### config.mk
export PLATFORM = sky130hd
export DESIGN_NAME = serial_initiator_tx
export DESIGN_NICKNAME = d
export VERILOG_FILES = /design/src/rtl/serial_initiator_tx.sv
export SDC_FILE = /design/constraint.sdc
export NUM_CORES = 1
export LEC_CHECK = 0
export BUFFER_PORTS_ARGS = -buffer_cell sky130_fd_sc_hd__buf_4
export CORE_MARGIN = 2
export CORE_UTILIZATION = 52
export CTS_BUF_LIST = sky130_fd_sc_hd__clkbuf_8
export DETAILED_ROUTE_END_ITERATION = 7
export PLACE_DENSITY = 0.75
export REMOVE_ABC_BUFFERS = 1
export SYNTH_ARGS = -nofsm -noshare
export SYNTH_HDL_FRONTEND = slang
export SYNTH_SLANG_ARGS = --single-unit
export TNS_END_PERCENT = 100
### constraint.sdc
create_clock -name clk -period 1.43 [get_ports clk]
set_input_delay 0.286 -clock clk [delete_from_list [all_inputs] [get_ports clk]]
set_output_delay 0.286 -clock clk [all_outputs]
set_load 0.1 [all_outputs]
### src/rtl/serial_initiator_tx.sv
`default_nettype none
`timescale 1ns/1ps
// ============================================================================
//  Module   : serial_initiator_tx
//  Function : Initiator-side serializer. Shifts one write request out as an
//             address phase (LSB first, mode=0), waits for a target ack with
//             a timeout, then shifts the data phase (LSB first, mode=1).
//  Revision : 1.0 - initial release
// ============================================================================
module serial_initiator_tx #(
   parameter int ADDR_WIDTH  = 16,
   parameter int DATA_WIDTH  = 8,
   parameter int ACK_TIMEOUT = 4
) (
   input  logic                  clk,
   input  logic                  rst_n,
   input  logic                  req_valid,
   output logic                  req_ready,
   input  logic [ADDR_WIDTH-1:0] req_addr,
   input  logic [DATA_WIDTH-1:0] req_data,
   input  logic                  bus_grant,
   input  logic                  target_ack,
   output logic                  bus_data_out,
   output logic                  bus_data_out_valid,
   output logic                  bus_mode,
   output logic                  busy,
   output logic                  done,
   output logic                  err
);

   // One counter serves both phases, so it is sized for the longer one.
   localparam int BIT_MAX = (ADDR_WIDTH > DATA_WIDTH) ? ADDR_WIDTH : DATA_WIDTH;
   localparam int CNT_W   = (BIT_MAX > 1) ? $clog2(BIT_MAX) : 1;
   localparam int TMO_W   = (ACK_TIMEOUT > 1) ? $clog2(ACK_TIMEOUT) : 1;

   localparam logic [CNT_W-1:0] ADDR_LAST = CNT_W'(ADDR_WIDTH - 1);
   localparam logic [CNT_W-1:0] DATA_LAST = CNT_W'(DATA_WIDTH - 1);
   localparam logic [TMO_W-1:0] TMO_LAST  = TMO_W'(ACK_TIMEOUT - 1);

   typedef enum logic [1:0] {
      IDLE     = 2'd0,
      ADDR     = 2'd1,
      WAIT_ACK = 2'd2,
      DATA     = 2'd3
   } state_t;

   state_t                  state;
   logic [ADDR_WIDTH-1:0]   addr_sh;
   logic [DATA_WIDTH-1:0]   data_sh;
   logic [CNT_W-1:0]        bit_cnt;
   logic [TMO_W-1:0]        tmo_cnt;
   logic                    mode_q;
   logic                    done_q;
   logic                    err_q;

   // Transaction sequencer: shifting, phase changes, timeout and result pulses.
   always_ff @(posedge clk or negedge rst_n) begin
      if (!rst_n) begin
         state   <= IDLE;
         addr_sh <= '0;
         data_sh <= '0;
         bit_cnt <= '0;
         tmo_cnt <= '0;
         mode_q  <= 1'b0;
         done_q  <= 1'b0;
         err_q   <= 1'b0;
      end else begin
         done_q <= 1'b0;
         err_q  <= 1'b0;
         case (state)
            IDLE: begin
               // req_ready is implied by being in IDLE.
               if (req_valid) begin
                  addr_sh <= req_addr;
                  data_sh <= req_data;
                  bit_cnt <= '0;
                  state   <= ADDR;
               end
            end
            ADDR: begin
               if (bus_grant) begin
                  addr_sh <= addr_sh >> 1;
                  if (bit_cnt == ADDR_LAST) begin
                     bit_cnt <= '0;
                     tmo_cnt <= '0;
                     mode_q  <= 1'b1;
                     state   <= WAIT_ACK;
                  end else begin
                     bit_cnt <= bit_cnt + CNT_W'(1);
                  end
               end
            end
            WAIT_ACK: begin
               // An ack arriving on the expiry cycle still wins.
               if (target_ack) begin
                  bit_cnt <= '0;
                  state   <= DATA;
               end else if (tmo_cnt == TMO_LAST) begin
                  tmo_cnt <= '0;
                  mode_q  <= 1'b0;
                  err_q   <= 1'b1;
                  state   <= IDLE;
               end else begin
                  tmo_cnt <= tmo_cnt + TMO_W'(1);
               end
            end
            DATA: begin
               if (bus_grant) begin
                  data_sh <= data_sh >> 1;
                  if (bit_cnt == DATA_LAST) begin
                     bit_cnt <= '0;
                     mode_q  <= 1'b0;
                     done_q  <= 1'b1;
                     state   <= IDLE;
                  end else begin
                     bit_cnt <= bit_cnt + CNT_W'(1);
                  end
               end
            end
            default: state <= IDLE;
         endcase
      end
   end

   // Serial bit and its strobe; the strobe follows grant so a stalled bit is held.
   always_comb begin
      bus_data_out       = 1'b0;
      bus_data_out_valid = 1'b0;
      case (state)
         ADDR: begin
            bus_data_out       = addr_sh[0];
            bus_data_out_valid = bus_grant;
         end
         DATA: begin
            bus_data_out       = data_sh[0];
            bus_data_out_valid = bus_grant;
         end
         default: begin
            bus_data_out       = 1'b0;
            bus_data_out_valid = 1'b0;
         end
      endcase
   end

   assign req_ready = (state == IDLE);
   assign busy      = (state != IDLE);
   assign bus_mode  = mode_q;
   assign done      = done_q;
   assign err       = err_q;

endmodule
`default_nettype wire

==> summary.txt, run 1 <==
Setup path
  – Slowest stage delay, CP: 0.44 ns
  – Worst setup SP type: flop
  – CP bufs+invs: 4
  – CP top delay family: buffers and inverters
  – Crit. End Element: output port
  – Max Fanout on Critical Path: 4
  – CP Data Required Time: 1.14 ns
  – Crit-path cells: buf_4, buf_6, nor2_4, inv_2, buf_12
  – WP data arrival: 1.40 ns
  – Slowest cell on the critical path: dfrtp_1
  – Critical path class: flop to output port

Timing
  – Worst-margin pin slew: 0.435 ns
  – Fmax achieved: 0.592 GHz
  – Crit share post-route: 1.18
  – Fin Clk Skew: 0.00569 ns
  – Final setup vio count: 31
  – Setup TNS: -5.55 ns
  – Unrepaired setup endpoints after global routing: true
  – Final slew viol count: 0
  – Final hold violation count: 0
  – Setup WS post-layout: -0.258 ns
  – Max-slew headroom: 0.710
  – Period minus WS final: 1.69 ns

Drt
  – DR WL met2: 2170 um
  – Drt first pass iters: 4
  – Iter 0 DRT Violations: 37
  – Top layer in use: met4
  – Routed length on met1: 1840 um
  – Routed wire length: 4230 um
  – Vias: 1383
  – DR WL/cell: 16.3 um
  – # DRC: 0
  – Routed wl met3: 187 um
  – Via-to-Cell Ratio: 5.34
  – Routed Antenna Nets: 0

Clock network
  – Clk slew on worst S/H paths: 0.07 ns
  – Root Buffer: clkbuf_8
  – # H-tree levels: 2
  – CTS Sinks: 35
  – CTS tree: built
  – Clk buf depth: 2
  – TritonCTS Buffers: 5
  – Skew-Pair Late Insertion Delay: 0.28 ns

Floorplanning
  – Die area: 0.00428 sq mm
  – I/O pin count: 36
  – Die width: 65.4 um
  – Core area: 0.00363 sq mm
  – Die H: 65.4 um
  – Starting Density: 0.539
  – FP Rows: 22

Logic synthesis
  – Synthesized cell area: 0.00196 sq mm
  – YS warnings: 0
  – Synth top area share: 0.447
  – Synth area leaders: dfrtp_1 45%, mux2_4 15%, mux2_2 14%, inv_1 2.3%, buf_6 1.7%
  – Biggest area consumer among synthesized cells: dfrtp_1
  – Synth cell types: 38
  – Top_reg_cell synth: dfrtp_1
  – Number of flops mapped to enable cells by yosys: 0
  – Sequential cell area fraction in the yosys report: 0.447
  – Seq cells post-synth: 35
  – Syn avg cell area: 12.8 sq um
  – Post-Syn Instances: 153
  – Share of synthesized registers carrying an async set or reset: 1.00

Pwr
  – Logic pwr share: 0.575
  – Internal power: 0.00403 W
  – Reg power frac: 0.279
  – Switching Fraction: 0.357
  – Power per Cell Area: 2270 mW/mm^2
  – Max IR drop VDD: 1.18 mV
  – Total net switching power: 0.00224 W
  – Lkg Pwr: 1.28 nW
  – Clock network power share: 0.146

Global routing
  – Vias in the first global route: 1402
  – Largest net degree at the start of global routing: 36
  – Gr usage total: 0.198
  – Total congestion overflow: 0
  – Initial antenna violation count: 0
  – Global-route wire length before repair: 6370 um

Cells and area
  – Area Overhead vs Synth: 40.8%
  – Antenna Cells: 0
  – Commonest non-fill, non-tap cells in the layout: 44 x buf_4, 34 x dfrtp_1, 23 x mux2_4
  – Fin nets: 241
  – Fin cells: 259
  – Share of cells above drive strength 1: 0.626
  – Most common cell after layout, fill and taps aside: buf_4

Placement
  – HPWL Detailed: 2710 um
  – Placed insts: 241
  – Port Buffer Count: 35
  – Placer Congestion: 0.861

Outcome
  – Failing checks: negative setup slack
  – Outcome: finished with violations

Flow run
  – Max Cap Viol: 0

Hold path
  – Worst min-delay path category: input port to flop
==> power by group through the flow <==
stage	Combinational, W	Sequential [W]	Clock [W]
after floorplan	0.00198	0.00183	0
after global placement	0.00282	0.00172	0
after detailed placement	0.00292	0.00175	0
after CTS	0.00325	0.00174	0.000932
after global routing	0.00382	0.00182	0.000989
final	0.00360	0.00175	0.000914
==> registers in the layout, summed over array words and instances, names as in the netlist <==
name and count:
err 1, state 2, bit_cnt 4, bus_mode 1
tmo_cnt 2, data_sh 8, done 1, addr_sh 16
==> cell usage after synthesis, types with 2 or more instances <==
cell        n
nor2b_1     3
o21ai_0     6
o2111ai_1   3
nand3_1     3
nand2_1     4
mux2_4     20
dfrtp_1    35
buf_2       3
ha_1        2
nand2b_1    3
buf_6       3
o32ai_1     2
inv_1      12
nor2_1      2
mux2_2     25
o211ai_1    4
clkbuf_1    2
==> routing by layer <==
layer / vias to the layer above / GRT usage
met1: 676 / 0.263
met4: 0 / 0.0599
li1: 669 / -
met5: - / 0
met3: 4 / 0.0634
met2: 34 / 0.311
==> cell families (layout without fill, tap and decap cells) <==
| logic type | count (synthesis) | count (layout) | synth area share |
|---|---|---|---|
| muxes | 46 | 46 | 0.302 |
| adders and majority gates | 2 | 2 | 0.0128 |
| AOI/OAI and AO/OA | 25 | 25 | 0.102 |
| xor gates and xnor gates | 1 | 1 | 0.00447 |
| buffers and inverters | 21 | 79 | 0.0619 |
| DFF | 35 | 35 | 0.447 |
| and+or+nand+nor | 23 | 23 | 0.0703 |
==> cell type report <==
| cell class | count | area, sq um |
|---|---|---|
| Timing Repair Buffer | 59 | 573 |
| Multi-Input combinational cell | 97 | 1080 |
| Sequential cell | 35 | 877 |
| Inverter | 12 | 50.0 |
| Fill cell | 238 | 875 |
| Tap cell | 48 | 60.1 |
| Clock inverter | 2 | 35.0 |
| Clock buffer | 6 | 82.6 |
==> repair_timing <==
action,in CTS,in global routing
setup buffers,1,6
hold buffers,1,0
cloned,1,1
pin swaps,1,2
resized for setup,20,31
endpoints found under the hold margin,35,0
setup endpoints to repair,32,34
==> path summary, 6_finish.rpt <==
path / from / endpoint / slack [ns] / depth (start not counted)
hold / removal: target_ack / err / 0.22 / 2
min in group asynchronous: rst_n / tmo_cnt[0] / 0.48 / 2
setup reg to reg: state[1] / data_sh[0] / -0.22 / 6
hold reg to reg: data_sh[1] / data_sh[1] / 0.51 / 1
max in group asynchronous: rst_n / state[0] / 0.60 / 2
setup / recovery: state[1] / busy / -0.26 / 5
==> through the flow <==
| step | util | hold WS, ns | total power, W | instance area [sq um] | worst slack, ns |
|---|---|---|---|---|---|
| final | 0.759 | 0.218 | 0.00627 | 2760 | -0.258 |
| after global routing | 0.759 | 0.203 | 0.00662 | 2760 | -0.322 |
| after CTS | 0.710 | 0.189 | 0.00592 | 2580 | -0.241 |
| after detailed placement | 0.643 | 0.258 | 0.00467 | 2340 | -0.110 |
| after global placement | 0.643 | 0.259 | 0.00454 | 2340 | -0.0520 |
| after floorplan | - | -0.00959 | 0.00381 | 1880 | -1.75 |
No activity file was read; power rests on OpenSTA's default activity.
==> run 2, diff against run 1 <==
- ABC_AREA: default -> 1
- CORE_UTILIZATION: 52 -> 51
==> summary.txt, run 2 <==
Setup path
  – Max Fanout on Critical Path: 7
  – Critical path class: flop to output port
  – Crit. End Element: output port
  – Worst reg-to-reg path cell count: 10
  – Worst r2r src: state[0]
  – WP data arrival: 1.27 ns
  – Worst setup SP type: flop
  – End of the worst register-to-register path: state[0]
  – CP Data Required Time: 1.14 ns
  – R2R setup slack: -0.04 ns

Timing
  – Crit share post-route: 1.09
  – Worst-margin pin slew: 0.425 ns
  – Max-slew headroom: 0.717
  – Period minus WS final: 1.56 ns
  – Setup WS post-layout: -0.126 ns
  – Final slew viol count: 0
  – Unrepaired setup endpoints after global routing: true
  – Final hold violation count: 0
  – Final hold slack: 0.242 ns
  – Fmax achieved: 0.643 GHz
  – Fin Clk Skew: 0.00791 ns
  – Final setup vio count: 25

Drt
  – Drt first pass iters: 4
  – Via-to-Cell Ratio: 5.14
  – # DRC: 0
  – Iter 0 DRT Violations: 133
  – Vias: 1685
  – Routed Antenna Nets: 0
  – Routed wire length: 4470 um
  – DR WL/cell: 13.6 um

Logic synthesis
  – Post-Syn Instances: 226
  – Seq cells post-synth: 35
  – Biggest area consumer among synthesized cells: dfrtp_1
  – Synth area leaders: dfrtp_1 49%, nand2_1 13%, o211ai_1 9.2%, inv_1 7.3%, o21ai_0 6.4%
  – Largest family of logic cells by synthesized area: simple AND/OR/NAND/NOR gates
  – Top-count cell post-synth: nand2_1
  – Share of synthesized registers carrying an async set or reset: 1.00
  – Xor/xnor cell area share of the yosys netlist: 0.00486
  – Syn avg cell area: 7.97 sq um
  – Post-Synth Simple-Gate Area: 0.206
  – Top_reg_cell synth: dfrtp_1
  – Number of flops mapped to enable cells by yosys: 0
  – Synth cell types: 22
  – Post-Synth Adder-Cell Area: 0.0139
  – Sequential cell area fraction in the yosys report: 0.486
  – Multiplexer share of the synthesized area: 0
  – YS warnings: 0
  – Synth top area share: 0.486
  – Synthesized cell area: 0.00180 sq mm
  – Post-synth top cells: 63 x nand2_1, 35 x dfrtp_1, 35 x inv_1
  – Compound-Gate Fraction of Synth Area: 0.178

Floorplanning
  – I/O pin count: 36
  – Die width: 63.4 um
  – Core area: 0.00336 sq mm
  – FP Rows: 21
  – Die H: 63.4 um
  – Starting Density: 0.536
  – Die area: 0.00402 sq mm

Global routing
  – Global-route wire length before repair: 6850 um
  – Initial antenna violation count: 0
  – Vias in the first global route: 1593
  – Total congestion overflow: 0
  – Largest net degree at the start of global routing: 36
  – Gr usage total: 0.218

Cells and area
  – Utilization after layout: 0.756
  – Share of cells above drive strength 1: 0.330
  – Most common cell after layout, fill and taps aside: nand2_1
  – Area Overhead vs Synth: 41.0%
  – Commonest non-fill, non-tap cells in the layout: 53 x nand2_1, 45 x buf_4, 34 x inv_1
  – Antenna Cells: 0
  – Area of the multi-input gates: 850 sq um
  – Fin nets: 312
  – Reg with most FFs: addr_sh
  – Reg area: 878 sq um
  – Max reg flops: 16
  – Largest registers: addr_sh: 16 flops, data_sh: 8 flops, bit_cnt: 4 flops
  – Number of fill cells: 255

Pwr
  – Power per Cell Area: 2160 mW/mm^2
  – Max IR drop VDD: 2.40 mV
  – Lkg Pwr: 1.26 nW

Clock network
  – TritonCTS Buffers: 5
  – CTS tree: built
  – Clk slew on worst S/H paths: 0.07 ns
  – CTS Sinks: 35
  – Skew-Pair Late Insertion Delay: 0.29 ns
  – # H-tree levels: 2
  – Root Buffer: clkbuf_8
  – Clk buf depth: 2

Hold path
  – Hold Path Stages: 3
  – Endpoint with the worst hold slack: data_sh[7]
  – Hold_sp: req_data[7]
  – Worst min-delay path category: input port to flop

Placement
  – Port Buffer Count: 35
  – HPWL Detailed: 2600 um
  – Placer Congestion: 0.864

Outcome
  – Outcome: finished with violations
  – Failing checks: negative setup slack

Flow run
  – Max Cap Viol: 0
[run 2: cell families (layout without fill, tap and decap cells)]
| logic type | Yosys count | after routing |
|---|---|---|
| adders and majority gates | 2 | 2 |
| xor gates and xnor gates | 1 | 1 |
| AOI/OAI and AO/OA | 52 | 52 |
| buffers and inverters | 46 | 101 |
| DFF | 35 | 35 |
| and+or+nand+nor | 90 | 91 |
[run 2: worst max path at each step]
stage / from / endpoint / slack [ns] / depth (start not counted)
final: state[0] / busy / -0.13 / 3
after global routing: state[0] / busy / -0.16 / 3
after CTS: state[0] / bus_data_out / -0.11 / 3
after detailed placement: state[0] / bus_data_out / -0.002 / 3
after global placement: state[0] / bus_data_out / 0.06 / 3
after floorplan: state[0] / state[0] / -1.05 / 5
[run 2: layout make-up]
cell class,count,share of cell area
Tap cell,46,0.0226
Multi-Input combinational cell,146,0.334
Timing Repair Buffer,56,0.209
Clock buffer,5,0.0271
Inverter,37,0.0561
Sequential cell,35,0.346
Clock inverter,3,0.00492
[run 2: power breakdown]
| group | internal (W) | switching, W | leakage (nW) |
|---|---|---|---|
| Combinational | 0.00130 | 0.00193 | 0.772 |
| Clock | 0.000327 | 0.000345 | 0.0505 |
| Sequential | 0.00140 | 0.000192 | 0.441 |
[run 2: critical path: stages (launching register included)]
cell and delay, ns:
dfrtp_2 0.50, nor2_4 0.19, inv_1 0.09, buf_6 0.19
[run 2: timing repair]
action | 4_1_cts | 5_1_grt
cloned | 0 | 3
setup endpoints to repair | 4 | 35
pin swaps | 2 | 9
hold endpoints to repair | 35 | 0
hold buffers | 1 | 0
buffers inserted | 5 | 4
resized for setup | 13 | 45
[run 2: stage by stage]
stage	worst slack (ns)	TNS (ns)	instance area, sq um	cells	power (W)
CTS	-0.109	-0.310	2340	321	0.00485
detailed placement	-0.00156	-0.00156	2150	307	0.00392
global placement	0.0564	0	2150	307	0.00388
floorplan	-1.05	-23.16	1740	217	0.00318
global route	-0.163	-2.34	2540	328	0.00592
finish	-0.126	-0.764	2540	328	0.00549
[run 2: routing by layer]
| layer | GRT usage | share of wire |
|---|---|---|
| met4 | 0.0842 | 0.024 |
| met1 | 0.292 | 0.42 |
| met3 | 0.0571 | 0.052 |
| met5 | 0 | 0 |
| met2 | 0.339 | 0.50 |
==> run 3, diff against run 2 <==
- SETUP_SLACK_MARGIN: default -> 0.05
==> summary.txt, run 3 (synthesis gave the netlist of run 2 again) <==
Floorplanning
  – Die width: 63.4 um
  – FP Rows: 21
  – Die area: 0.00402 sq mm
  – Starting Density: 0.536
  – Core area: 0.00336 sq mm
  – I/O pin count: 36
  – Die H: 63.4 um

Clock network
  – TritonCTS Buffers: 5
  – CTS tree: built
  – # H-tree levels: 2
  – Clk buf depth: 2
  – Root Buffer: clkbuf_8
  – Clk slew on worst S/H paths: 0.07 ns
  – Skew-Pair Late Insertion Delay: 0.29 ns
  – CTS Sinks: 35

Pwr
  – Switching Fraction: 0.450
  – Max IR drop VDD: 2.32 mV
  – Power per Cell Area: 2150 mW/mm^2
  – Lkg Pwr: 1.27 nW
  – Total net switching power: 0.00251 W
  – Logic pwr share: 0.595
  – Clock network power share: 0.122
  – Tot Pwr: 0.00558 W
  – Internal power: 0.00307 W
  – Reg power frac: 0.284

Flow run
  – Max Cap Viol: 0

Setup path
  – Crit. End Element: output port
  – Max Fanout on Critical Path: 6
  – Crit-path cells: nand2_4, o22ai_4, buf_12
  – CP top delay family: flip-flops
  – Slowest stage delay, CP: 0.48 ns
  – CP bufs+invs: 1
  – Critical path class: flop to output port
  – Slowest cell on the critical path: dfrtp_2
  – WP data arrival: 1.26 ns
  – Worst setup SP type: flop
  – CP Data Required Time: 1.14 ns

Cells and area
  – Number of fill cells: 249
  – Fin nets: 312
  – Max reg flops: 16
  – Commonest non-fill, non-tap cells in the layout: 50 x nand2_1, 43 x buf_4, 34 x inv_1
  – Antenna Cells: 0
  – Reg with most FFs: addr_sh
  – Fin cells: 328
  – Share of cells above drive strength 1: 0.348
  – Most common cell after layout, fill and taps aside: nand2_1
  – Area Overhead vs Synth: 43.7%
  – Largest registers: addr_sh: 16 flops, data_sh: 8 flops, bit_cnt: 4 flops

Timing
  – Worst-margin pin slew: 0.430 ns
  – Crit share post-route: 1.08
  – Unrepaired setup endpoints after global routing: true
  – Fin Clk Skew: 0.00816 ns
  – Final slew viol count: 0
  – Fmax achieved: 0.649 GHz
  – Final hold violation count: 0
  – Setup WS post-layout: -0.112 ns
  – Period minus WS final: 1.54 ns
  – Final setup vio count: 14
  – Max-slew headroom: 0.713

Drt
  – Via-to-Cell Ratio: 5.17
  – # DRC: 0
  – Vias: 1695
  – DR WL/cell: 14.2 um
  – Iter 0 DRT Violations: 109
  – Drt first pass iters: 4
  – Routed Antenna Nets: 0
  – Routed wire length: 4660 um

Placement
  – Placed insts: 307
  – Placer Congestion: 0.864
  – Port Buffer Count: 35
  – Post-place setup slack: -0.00156 ns
  – HPWL Detailed: 2600 um

Outcome
  – Outcome: finished with violations
  – Failing checks: negative setup slack

Global routing
  – Total congestion overflow: 0
  – Global-route wire length before repair: 6980 um
  – Largest net degree at the start of global routing: 36
  – Gr usage total: 0.222
  – Vias in the first global route: 1603
  – Initial antenna violation count: 0

Hold path
  – Worst min-delay path category: input port to flop
==> run 3: changes by cell type in the layout (fill, tap and decap cells not counted), sizes merged <==
cell    delta
nand2      -1
clkbuf     +1
==> run 3: layout make-up <==
cell class	instances	area, sq um	share of cell area
Clock buffer	5	68.8	0.0266
Multi-Input combinational cell	145	873	0.337
Inverter	37	143	0.0551
Tap cell	46	57.6	0.0222
Sequential cell	35	878	0.339
Clock inverter	3	12.5	0.00483
Timing Repair Buffer	57	556	0.215
==> run 3: through the flow <==
step | util | area, sq um | hold slack (ns) | TNS, ns
after floorplan | - | 1740 | -0.00959 | -23.16
after global placement | 0.641 | 2150 | 0.264 | 0
after detailed placement | 0.641 | 2150 | 0.264 | -0.00156
after CTS | 0.703 | 2370 | 0.247 | -0.270
after global routing | 0.770 | 2590 | 0.259 | -2.28
final | 0.770 | 2590 | 0.242 | -0.622
==> run 3: layer usage <==
layer  vias up  part of all wire  wire (um)  track usage
li1        840                 -          -            -
met3         8             0.034        160       0.0589
met5         -                 0          0            0
met4         0             0.020         91       0.0734
met2        32              0.52       2400        0.354
met1       815              0.43       2010        0.293
==> run 3: final timing paths <==
path,from,end,slack [ns],cells past startpoint
min,req_data[7],data_sh[7],0.24,3
max,state[0],bus_data_out,-0.11,3
min in group asynchronous,rst_n,addr_sh[12],0.48,2
min reg2reg,bus_mode,bus_mode,0.49,2
max in group asynchronous,rst_n,state[0],0.62,2
max reg2reg,state[0],addr_sh[13],-0.09,7
==> run 3: worst register-to-register path, stage by stage, from the launching register on <==
cell and delay, ns:
dfrtp_2 0.49, buf_6 0.15, inv_4 0.07, nor2_4 0.05, buf_4 0.15, clkbuf_16 0.16, o211ai_1 0.18, o21ai_0 0.14
==> run 3: timing repair <==
| item | CTS | global route |
|---|---|---|
| endpoints found under the hold margin | 35 | 0 |
| setup buffers | 6 | 4 |
| hold buffers | 1 | 0 |
| endpoints found under the setup margin | 14 | 36 |
| cloned | 0 | 3 |
| pin swaps | 2 | 11 |
| resized for setup | 21 | 35 |
==> run 3: power by group through the flow <==
stage                     Clock [W]  Sequential [W]  Combinational (W)
after global placement            0         0.00155            0.00232
after CTS                  0.000672         0.00156            0.00270
after detailed placement          0         0.00157            0.00235
after global routing       0.000735         0.00162            0.00364
after floorplan                   0         0.00154            0.00164
final                      0.000679         0.00158            0.00332
